### config.mk
export PLATFORM = sky130hd
export DESIGN_NAME = seg7_scan_ctrl
export DESIGN_NICKNAME = d
export VERILOG_FILES = /design/src/rtl/seg7_scan_ctrl.sv
export SDC_FILE = /design/constraint.sdc
export NUM_CORES = 1
export LEC_CHECK = 0
export CORE_UTILIZATION = 50
export CTS_CLUSTER_DIAMETER = 100
export CTS_CLUSTER_SIZE = 20
export DETAILED_ROUTE_END_ITERATION = 10
export PLACE_DENSITY = 0.77
export SYNTH_ARGS = -nofsm -noshare
export SYNTH_HDL_FRONTEND = slang
export SYNTH_SLANG_ARGS = --single-unit
### constraint.sdc
create_clock -name clk -period 4.2 [get_ports clk]
set_input_delay 1.05 -clock clk [delete_from_list [all_inputs] [get_ports clk]]
set_output_delay 1.05 -clock clk [all_outputs]
set_load 0.05 [all_outputs]
### src/rtl/seg7_scan_ctrl.sv
`default_nettype none
// ============================================================================
// Module   : seg7_scan_ctrl
// Purpose  : Multiplexed common-anode 7-segment scan controller with
//            double-buffered frame-synchronous loading, per-digit decimal
//            points, leading-zero blanking, an anti-ghost blank interval and
//            PWM brightness control.
// Revision : 1.0 - initial release
// ============================================================================
module seg7_scan_ctrl #(
    parameter int NUM_DIGITS = 8,
    parameter int CLK_DIV    = 96320,
    parameter int BLANK_CYC  = 64,
    parameter int BRIGHT_W   = 4,
    parameter int LZ_BLANK   = 1
) (
    input  logic                    clk,
    input  logic                    reset,
    input  logic [4*NUM_DIGITS-1:0] data_in,
    input  logic [NUM_DIGITS-1:0]   dp_in,
    input  logic                    load,
    input  logic [BRIGHT_W-1:0]     bright,
    output logic                    pending,
    output logic                    frame_done,
    output logic [NUM_DIGITS-1:0]   an,
    output logic [6:0]              seg,
    output logic                    dp
);

    localparam int TICK_W = (CLK_DIV > 1) ? $clog2(CLK_DIV) : 1;
    localparam int DIG_W  = (NUM_DIGITS > 1) ? $clog2(NUM_DIGITS) : 1;

    localparam logic [TICK_W-1:0] C_TICK_LAST = TICK_W'(CLK_DIV - 1);
    localparam logic [DIG_W-1:0]  C_DIG_LAST  = DIG_W'(NUM_DIGITS - 1);
    localparam logic [TICK_W-1:0] C_BLANK     = TICK_W'(BLANK_CYC);
    localparam logic [6:0]        C_SEG_OFF   = 7'h7F;

    // Scan position
    logic [TICK_W-1:0]       r_tick;
    logic [DIG_W-1:0]        r_dig;

    // Double buffer
    logic [4*NUM_DIGITS-1:0] r_pend_data;
    logic [NUM_DIGITS-1:0]   r_pend_dp;
    logic [4*NUM_DIGITS-1:0] r_active_data;
    logic [NUM_DIGITS-1:0]   r_active_dp;
    logic                    r_pending;
    logic                    r_frame_done;

    // Registered pin drivers
    logic [NUM_DIGITS-1:0]   r_an;
    logic [6:0]              r_seg;
    logic                    r_dp;

    // Combinational helpers
    logic                    w_tick_wrap;
    logic                    w_frame_end;
    logic                    w_past_guard;
    logic                    w_duty;
    logic [NUM_DIGITS-1:0]   w_nz_tail;
    logic                    w_acc;
    logic [3:0]              w_nibble;
    logic                    w_blank;
    logic [NUM_DIGITS-1:0]   w_an_next;
    logic [6:0]              w_seg_next;

    // Active-low hex font, bit order {g,f,e,d,c,b,a}
    function automatic logic [6:0] hex7(input logic [3:0] n);
        logic [6:0] s;
        case (n)
            4'h0:    s = 7'b1000000;
            4'h1:    s = 7'b1111001;
            4'h2:    s = 7'b0100100;
            4'h3:    s = 7'b0110000;
            4'h4:    s = 7'b0011001;
            4'h5:    s = 7'b0010010;
            4'h6:    s = 7'b0000010;
            4'h7:    s = 7'b1111000;
            4'h8:    s = 7'b0000000;
            4'h9:    s = 7'b0010000;
            4'hA:    s = 7'b0001000;
            4'hB:    s = 7'b0000011;
            4'hC:    s = 7'b1000110;
            4'hD:    s = 7'b0100001;
            4'hE:    s = 7'b0000110;
            default: s = 7'b0001110;
        endcase
        return s;
    endfunction

    assign w_tick_wrap = (r_tick == C_TICK_LAST);
    assign w_frame_end = w_tick_wrap && (r_dig == C_DIG_LAST);

    // Slot tick and digit index; both wrap back to zero without a gap
    always_ff @(posedge clk or negedge reset) begin
        if (!reset) begin
            r_tick <= '0;
            r_dig  <= '0;
        end else if (w_tick_wrap) begin
            r_tick <= '0;
            r_dig  <= (r_dig == C_DIG_LAST) ? '0 : r_dig + 1'b1;
        end else begin
            r_tick <= r_tick + 1'b1;
        end
    end

    // Pending/active buffers: loads land in pending, the frame end promotes
    // them so the visible value never changes mid-frame. A load on the
    // frame-end cycle bypasses the pending buffer and commits directly.
    always_ff @(posedge clk or negedge reset) begin
        if (!reset) begin
            r_pend_data   <= '0;
            r_pend_dp     <= '0;
            r_active_data <= '0;
            r_active_dp   <= '0;
            r_pending     <= 1'b0;
            r_frame_done  <= 1'b0;
        end else begin
            if (load) begin
                r_pend_data <= data_in;
                r_pend_dp   <= dp_in;
            end
            if (w_frame_end) begin
                r_pending <= 1'b0;
                if (load) begin
                    r_active_data <= data_in;
                    r_active_dp   <= dp_in;
                end else if (r_pending) begin
                    r_active_data <= r_pend_data;
                    r_active_dp   <= r_pend_dp;
                end
            end else if (load) begin
                r_pending <= 1'b1;
            end
            r_frame_done <= w_frame_end;
        end
    end

    // Anti-ghost guard: a zero-length guard needs no comparator at all
    generate
        if (BLANK_CYC == 0) begin : g_no_guard
            assign w_past_guard = 1'b1;
        end else begin : g_guard
            assign w_past_guard = (r_tick >= C_BLANK);
        end
    endgenerate

    assign w_duty = (r_tick[BRIGHT_W-1:0] < bright);

    // w_nz_tail[k] is set when any active nibble from k upwards is non-zero
    always_comb begin
        w_nz_tail = '0;
        w_acc     = 1'b0;
        for (int k = NUM_DIGITS - 1; k >= 0; k--) begin
            w_acc        = w_acc | (|r_active_data[4*k +: 4]);
            w_nz_tail[k] = w_acc;
        end
    end

    assign w_nibble = r_active_data[{r_dig, 2'b00} +: 4];
    assign w_blank  = (LZ_BLANK != 0) && (r_dig != '0) && !w_nz_tail[r_dig];

    // Next pin values for the current scan position
    always_comb begin
        w_an_next = '1;
        if (w_past_guard && w_duty) begin
            w_an_next[r_dig] = 1'b0;
        end
        w_seg_next = w_blank ? C_SEG_OFF : hex7(w_nibble);
    end

    // Register an/seg/dp together so the pins switch on the same edge
    always_ff @(posedge clk or negedge reset) begin
        if (!reset) begin
            r_an  <= '1;
            r_seg <= C_SEG_OFF;
            r_dp  <= 1'b1;
        end else begin
            r_an  <= w_an_next;
            r_seg <= w_seg_next;
            r_dp  <= ~r_active_dp[r_dig];
        end
    end

    assign pending    = r_pending;
    assign frame_done = r_frame_done;
    assign an         = r_an;
    assign seg        = r_seg;
    assign dp         = r_dp;

endmodule
`default_nettype wire

==> out/results.ini, run 1 <==
[cells_and_area]
multi_input_area_sq_um=2310
fillers=773
fin_area_sq_um=6790
n_antenna_cell=0
post-route-util_pct=64.9
finalNonFillerCells=631
seqCellArea_sq_um=2970
fin_nets=543
layout_common_cells=102 x dfrtp_1, 62 x clkdlybuf4s50_1, 45 x mux2_2, 40 x mux2_4, 33 x nand2_1
final_common_cell=dfrtp_1
syn_to_final_growth_pct=24.6
layout-drive-gt1-share_pct=29.1

[sta]
rsz0062_at_grt=no
setup_viol=0
fmax_mhz=342
worst_pin_slew_ns=1.12
slew_headroom_pct=24.1
setup_ws_ns=1.28
timing.final.crit_share_pct=69.6
final-hold-violation-count=0
skew_ns=0.0119
min_period_ns=2.92
holdWs_ns=0.497
slew_violations=0
tns_ns=0

[setup_path]
critPathKind=reg2reg
worstPathCellList=nand2_1, o311ai_0, inv_1, ha_1, o311ai_0
cp_data_arrival_time_ns=3.32
cpMaxStageDelayCell=o311ai_0
slowest_delay_ns=0.96
worst-path-buf-inv=1
cp.required_ns=4.60
startpoint_type=register
path_common_cell=o311ai_0
cpLargestDelayFamily=compound AO/OA/AOI/OAI gates
critPathMaxFanout=19
end_kind=register

[cts]
cts_resized=0
cts_buffers=17
cts_tree=done
htreeDepth=4
path_clk_slew_ns=0.06
clock-sinks=118
root_buffer=clkbuf_8
insertion_delay_ns=0.52
cts_setup_buffers=0
ctsHoldBuffers=0
clk_path_buf_depth=2

[placement]
place_hpwl_um=6890
dp.cells=599
dpl_cell_area_sq_um=6190
io_buffers=64
globalplace.congestion=0.824
post-place-ws_ns=1.30

[drt]
totalWireLength_um=10700
antenna_left=0
first_pass_iters=4
vias=3472
wire_per_inst_um=17.0
drc_errors=0
drt_iter0_drc=168
viasPerCell=5.50

[floorplanning]
io_pins=65
dieArea_sq_um=11300
die_h_um=106
start_util_pct=52.1
die_w_um=106
core_area_sq_um=10500
rows=37

[logic_synthesis]
synth_area_per_cell_sq_um=13.2
ys_async_sr_fraction_pct=100
ys_warn_count=0
syn-cell-area_sq_um=5450
syn_inst=414
yosys.area.top_type_share_pct=46.8
syn-num-nets=475
synth_top_area_cell=dfrtp_1
ys_top_cells_by_area=dfrtp_1 47%, mux2_4 11%, mux2_2 9.3%, dfstp_2 7.7%, ha_1 3.2%
synth-edff-count=0
synthFlopType=dfrtp_1
seq_area_frac_synth_pct=54.5
ys_ff_latch=118
synthDistinctLibCells=46

[worst_hold_path]
hold_class=reg2reg

[grt]
grt_usage_pct=21.0
grt_pass1_wl_um=18100
grt_max_degree=63
antenna_found_initial=0
grt_overflow=0
grt_pass1_vias=3705

[run_status]
outcome=completed

[power]
peakVddDrop_uv=247
total_power_mw=2.79
leakagePower_nw=3.15
p_per_area_nw_per_um2=410

[flow_run]
drv_cap=0

-- worst paths after layout --
| kind | slack, ns | to | start | cells after the start |
|---|---|---|---|---|
| min in group asynchronous | 0.61 | r_active_data[9]$_DFFE_PN0P_ | reset | 1 |
| max in group asynchronous | 2.78 | dp$_DFF_PN1_ | reset | 2 |
| min | 0.50 | r_pend_data[31]$_DFFE_PN0P_ | r_pend_data[31]$_DFFE_PN0P_ | 1 |
| min reg2reg | 0.50 | r_pend_data[31]$_DFFE_PN0P_ | r_pend_data[31]$_DFFE_PN0P_ | 1 |
| max | 1.28 | seg[2]$_DFF_PN1_ | r_dig[2]$_DFFE_PN0N_ | 5 |
| max reg2reg | 1.28 | seg[2]$_DFF_PN1_ | r_dig[2]$_DFFE_PN0N_ | 5 |
-- metal layers --
layer,wire length (um),GRT usage [%],vias to the layer above,part of all wire [%]
met1,4840,26.9,1767,45
met2,5320,34.4,97,50
li1,-,-,1596,-
met5,0,0,-,0
met3,435,5.64,12,4.1
met4,125,7.73,0,1.2
-- cell usage after synthesis (2+ instances only) --
| cell | n |
|---|---|
| ha_1 | 14 |
| inv_1 | 14 |
| mux2i_1 | 10 |
| o311ai_0 | 5 |
| nor2b_1 | 4 |
| nor3_1 | 3 |
| nand4_1 | 2 |
| o211ai_1 | 3 |
| dfstp_2 | 16 |
| nand2_1 | 33 |
| a211oi_1 | 2 |
| mux2_2 | 45 |
| o22ai_1 | 2 |
| and4_1 | 3 |
| clkbuf_1 | 6 |
| nor2_1 | 25 |
| dfrtp_1 | 102 |
| buf_6 | 4 |
| nand3_1 | 18 |
| buf_4 | 2 |
| a21oi_1 | 2 |
| buf_1 | 4 |
| buf_2 | 3 |
| nor3b_1 | 2 |
| mux4_2 | 2 |
| mux2_4 | 40 |
| and3_1 | 2 |
| nor4_1 | 9 |
| xnor2_1 | 8 |
| o21ai_0 | 6 |
| xor2_1 | 7 |
| o2bb2ai_1 | 2 |
-- sequential cells by signal, indices dropped and copies added (netlist names) --
signal / count
an: 8
dp: 1
frame_done: 1
pending: 1
r_active_data: 32
r_active_dp: 8
r_dig: 3
r_pend_data: 32
r_pend_dp: 8
r_tick: 17
seg: 7
-- layout make-up --
type,count,share of cell area [%]
timing repair buffer,68,9.95
tap,136,2.51
sequential,118,43.8
clock inverter,12,2.23
inverter,15,0.829
multi-input combinational,262,34.0
clock buffer,20,6.70
-- cell families (layout without fill, tap and decap cells) --
logic type      Yosys count  after routing  share of synthesized area [%]
flops                   118            118                           54.5
fa+ha+maj                14             14                           3.21
compound gates           30             30                           4.04
buf+inv                  34            115                           3.10
simple gates            106            106                           9.75
xor+xnor                 15             15                           2.41
mux                      97             97                           23.0
-- power breakdown --
part	internal [mW]	switching, mW	leakage (nW)	total (mW)
clock	0.948	0.519	0.297	1.47
sequential	1.18	0.00907	1.48	1.19
combinational	0.0764	0.0583	1.38	0.135
total	2.20	0.586	3.15	2.79
Power figures use the tool's default switching activity.
==> run 2, diff against run 1 <==
==> constraint.sdc (replaced) <==
create_clock -name clk -period 2.7 [get_ports clk]
set_input_delay 0.675 -clock clk [delete_from_list [all_inputs] [get_ports clk]]
set_output_delay 0.675 -clock clk [all_outputs]
set_load 0.05 [all_outputs]
==> run 2 against run 1 <==
Design area rose by 1.2%. Wire length rose by 0.48%. Via count rose by 0.60%. Clock skew fell by 0.0027 ns. Final cell count rose by 1.7%. Utilization rose by 0.78 points. Die area did not move. Sequential cell count did not move. Largest power group unchanged.
==> out/results.ini, run 2 (synthesized netlist as in run 1, its figures left out) <==
[sta]
tns_ns=0  ; unchanged
min_period_ns=2.50
worst_pin_slew_ns=0.539  ; -0.586 ns
setup_viol=0  ; unchanged
rsz0062_at_grt=no
setup_ws_ns=0.196  ; -1.08 ns
slew_violations=0  ; unchanged
fmax_mhz=399
holdWs_ns=0.137  ; -0.360 ns
skew_ns=0.00919  ; -0.00271 ns
timing.final.crit_share_pct=92.7
slew_headroom_pct=63.6  ; +40 points
final-hold-violation-count=0  ; unchanged

[grt]
grt_usage_pct=21.1  ; +0.038 points
grt_pass1_wl_um=18100  ; about the same
grt_pass1_vias=3653  ; -1.4%
antenna_found_initial=0  ; unchanged
grt_overflow=0  ; unchanged
grt_max_degree=62  ; -1.6%

[placement]
globalplace.congestion=0.842  ; +2.2%
place_hpwl_um=7370  ; +6.9%
io_buffers=64  ; unchanged
post-place-ws_ns=0.154  ; -1.14 ns

[setup_path]
worst-path-buf-inv=1  ; unchanged
cpMaxStageDelayCell=clkdlybuf4s50_1
critPathMaxFanout=1  ; -18
critical_path_cell_count=1  ; -4
cp.required_ns=2.03  ; -2.57 ns
end_kind=output port
startpoint_type=register
slowest_delay_ns=0.79  ; -0.17 ns
critPathKind=reg2out
cp_data_arrival_time_ns=1.83  ; -1.49 ns
cpLargestDelayFamily=buffers and inverters
worstPathCellList=clkdlybuf4s50_1
r2r_cells=7  ; +2

[floorplanning]
die_h_um=106  ; unchanged
start_util_pct=52.1  ; unchanged
die_w_um=106  ; unchanged
dieArea_sq_um=11300  ; unchanged
rows=37  ; unchanged
core_area_sq_um=10500  ; unchanged
io_pins=65  ; unchanged

[cts]
clock-sinks=118  ; unchanged
htreeDepth=4  ; unchanged
clk_path_buf_depth=2  ; unchanged
cts_setup_buffers=0  ; unchanged
path_clk_slew_ns=0.06  ; about the same
insertion_delay_ns=0.51  ; about the same
cts_tree=done
cts_resized=0  ; unchanged
root_buffer=clkbuf_8
cts_buffers=17  ; unchanged
ctsHoldBuffers=0  ; unchanged

[power]
peakVddDrop_uv=391  ; +58%
leakagePower_nw=3.21  ; +1.6%
pwr-share-comb_pct=5.0  ; +0.2 points
total_power_mw=4.29  ; +54%
p_per_area_nw_per_um2=624  ; +52%
swShare_pct=21.7  ; +0.63 points
seq_power_share_pct=43.0  ; +0.5 points
internal-power_mw=3.36  ; +53%
switching_power_mw=0.929  ; +58%
clockPowerShare_pct=52.0  ; -0.6 points

[cells_and_area]
multi_input_area_sq_um=2310  ; unchanged
seqCellArea_sq_um=2970  ; unchanged
layout_common_cells=102 x dfrtp_1, 62 x clkdlybuf4s50_1, 45 x mux2_2, 40 x mux2_4, 33 x nand2_1
fin_nets=554  ; +2.0%
layout-drive-gt1-share_pct=30.6  ; +1.5 points
fillers=757  ; -2.1%
final_common_cell=dfrtp_1
reg_top3=r_active_data: 32 flops, r_pend_data: 32 flops, r_tick: 17 flops
n_antenna_cell=0  ; unchanged
syn_to_final_growth_pct=26.1

[drt]
wire_per_inst_um=16.8  ; -1.2%
vias=3493  ; +0.60%
drt_iter0_drc=137  ; -18%
drc_errors=0  ; unchanged
totalWireLength_um=10800  ; +0.48%
antenna_left=0  ; unchanged
first_pass_iters=5  ; +1
viasPerCell=5.44  ; -1.1%

[flow_run]
drv_cap=0  ; unchanged

[worst_hold_path]
hold_class=in2async

[run_status]
outcome=completed

## run 2: changes by cell type in the layout (fill, tap and decap cells not counted), sizes merged
| cell | delta |
|---|---|
| clkbuf | -2 |
| clkinv | +2 |
| buf | +10 |
| inv | +1 |
## run 2: final timing paths
kind,start,to,slack [ns]
setup / recovery,dp$_DFF_PN1_,dp,0.20
hold / removal,reset,r_active_data[14]$_DFFE_PN0P_,0.14
setup reg to reg,r_dig[0]$_DFFE_PN0N_,seg[2]$_DFF_PN1_,0.36
hold reg to reg,r_pend_data[28]$_DFFE_PN0P_,r_pend_data[28]$_DFFE_PN0P_,0.50
max in group asynchronous,reset,seg[4]$_DFF_PN1_,1.85
min in group clk,r_pend_data[28]$_DFFE_PN0P_,r_pend_data[28]$_DFFE_PN0P_,0.50
## run 2: power groups by stage
| stage | Combinational (mW) | Clock [mW] | Sequential, mW |
|---|---|---|---|
| 2_1_floorplan | 0.0903 | 0 | 1.87 |
| 3_3_place_gp | 0.213 | 0 | 1.87 |
| 3_5_place_dp | 0.218 | 0 | 1.87 |
| 4_1_cts | 0.219 | 2.27 | 1.84 |
| 5_1_grt | 0.235 | 2.34 | 1.85 |
| 6_report | 0.213 | 2.23 | 1.84 |
## run 2: layout make-up
type	instances	area share, %
Tap cell	136	2.48
Timing Repair Buffer	79	11.2
Clock buffer	17	6.02
Sequential cell	118	43.2
Multi-Input combinational cell	262	33.6
Inverter	15	0.819
Clock inverter	15	2.64
## run 2: stage by stage
stage	std cells	instance area (sq um)	util [%]
after floorplan	414	5450	-
after global placement	609	6270	60.0
after detailed placement	609	6270	60.0
after CTS	641	6870	65.7
after global routing	642	6870	65.7
final	642	6870	65.7
## run 2: routing by layer
layer | vias up | global-route usage (%) | part of all wire [%]
met5 | - | 0 | 0
met4 | 0 | 8.51 | 1.1
met3 | 9 | 5.09 | 3.6
met2 | 90 | 34.0 | 50
met1 | 1777 | 27.4 | 45
li1 | 1617 | - | -
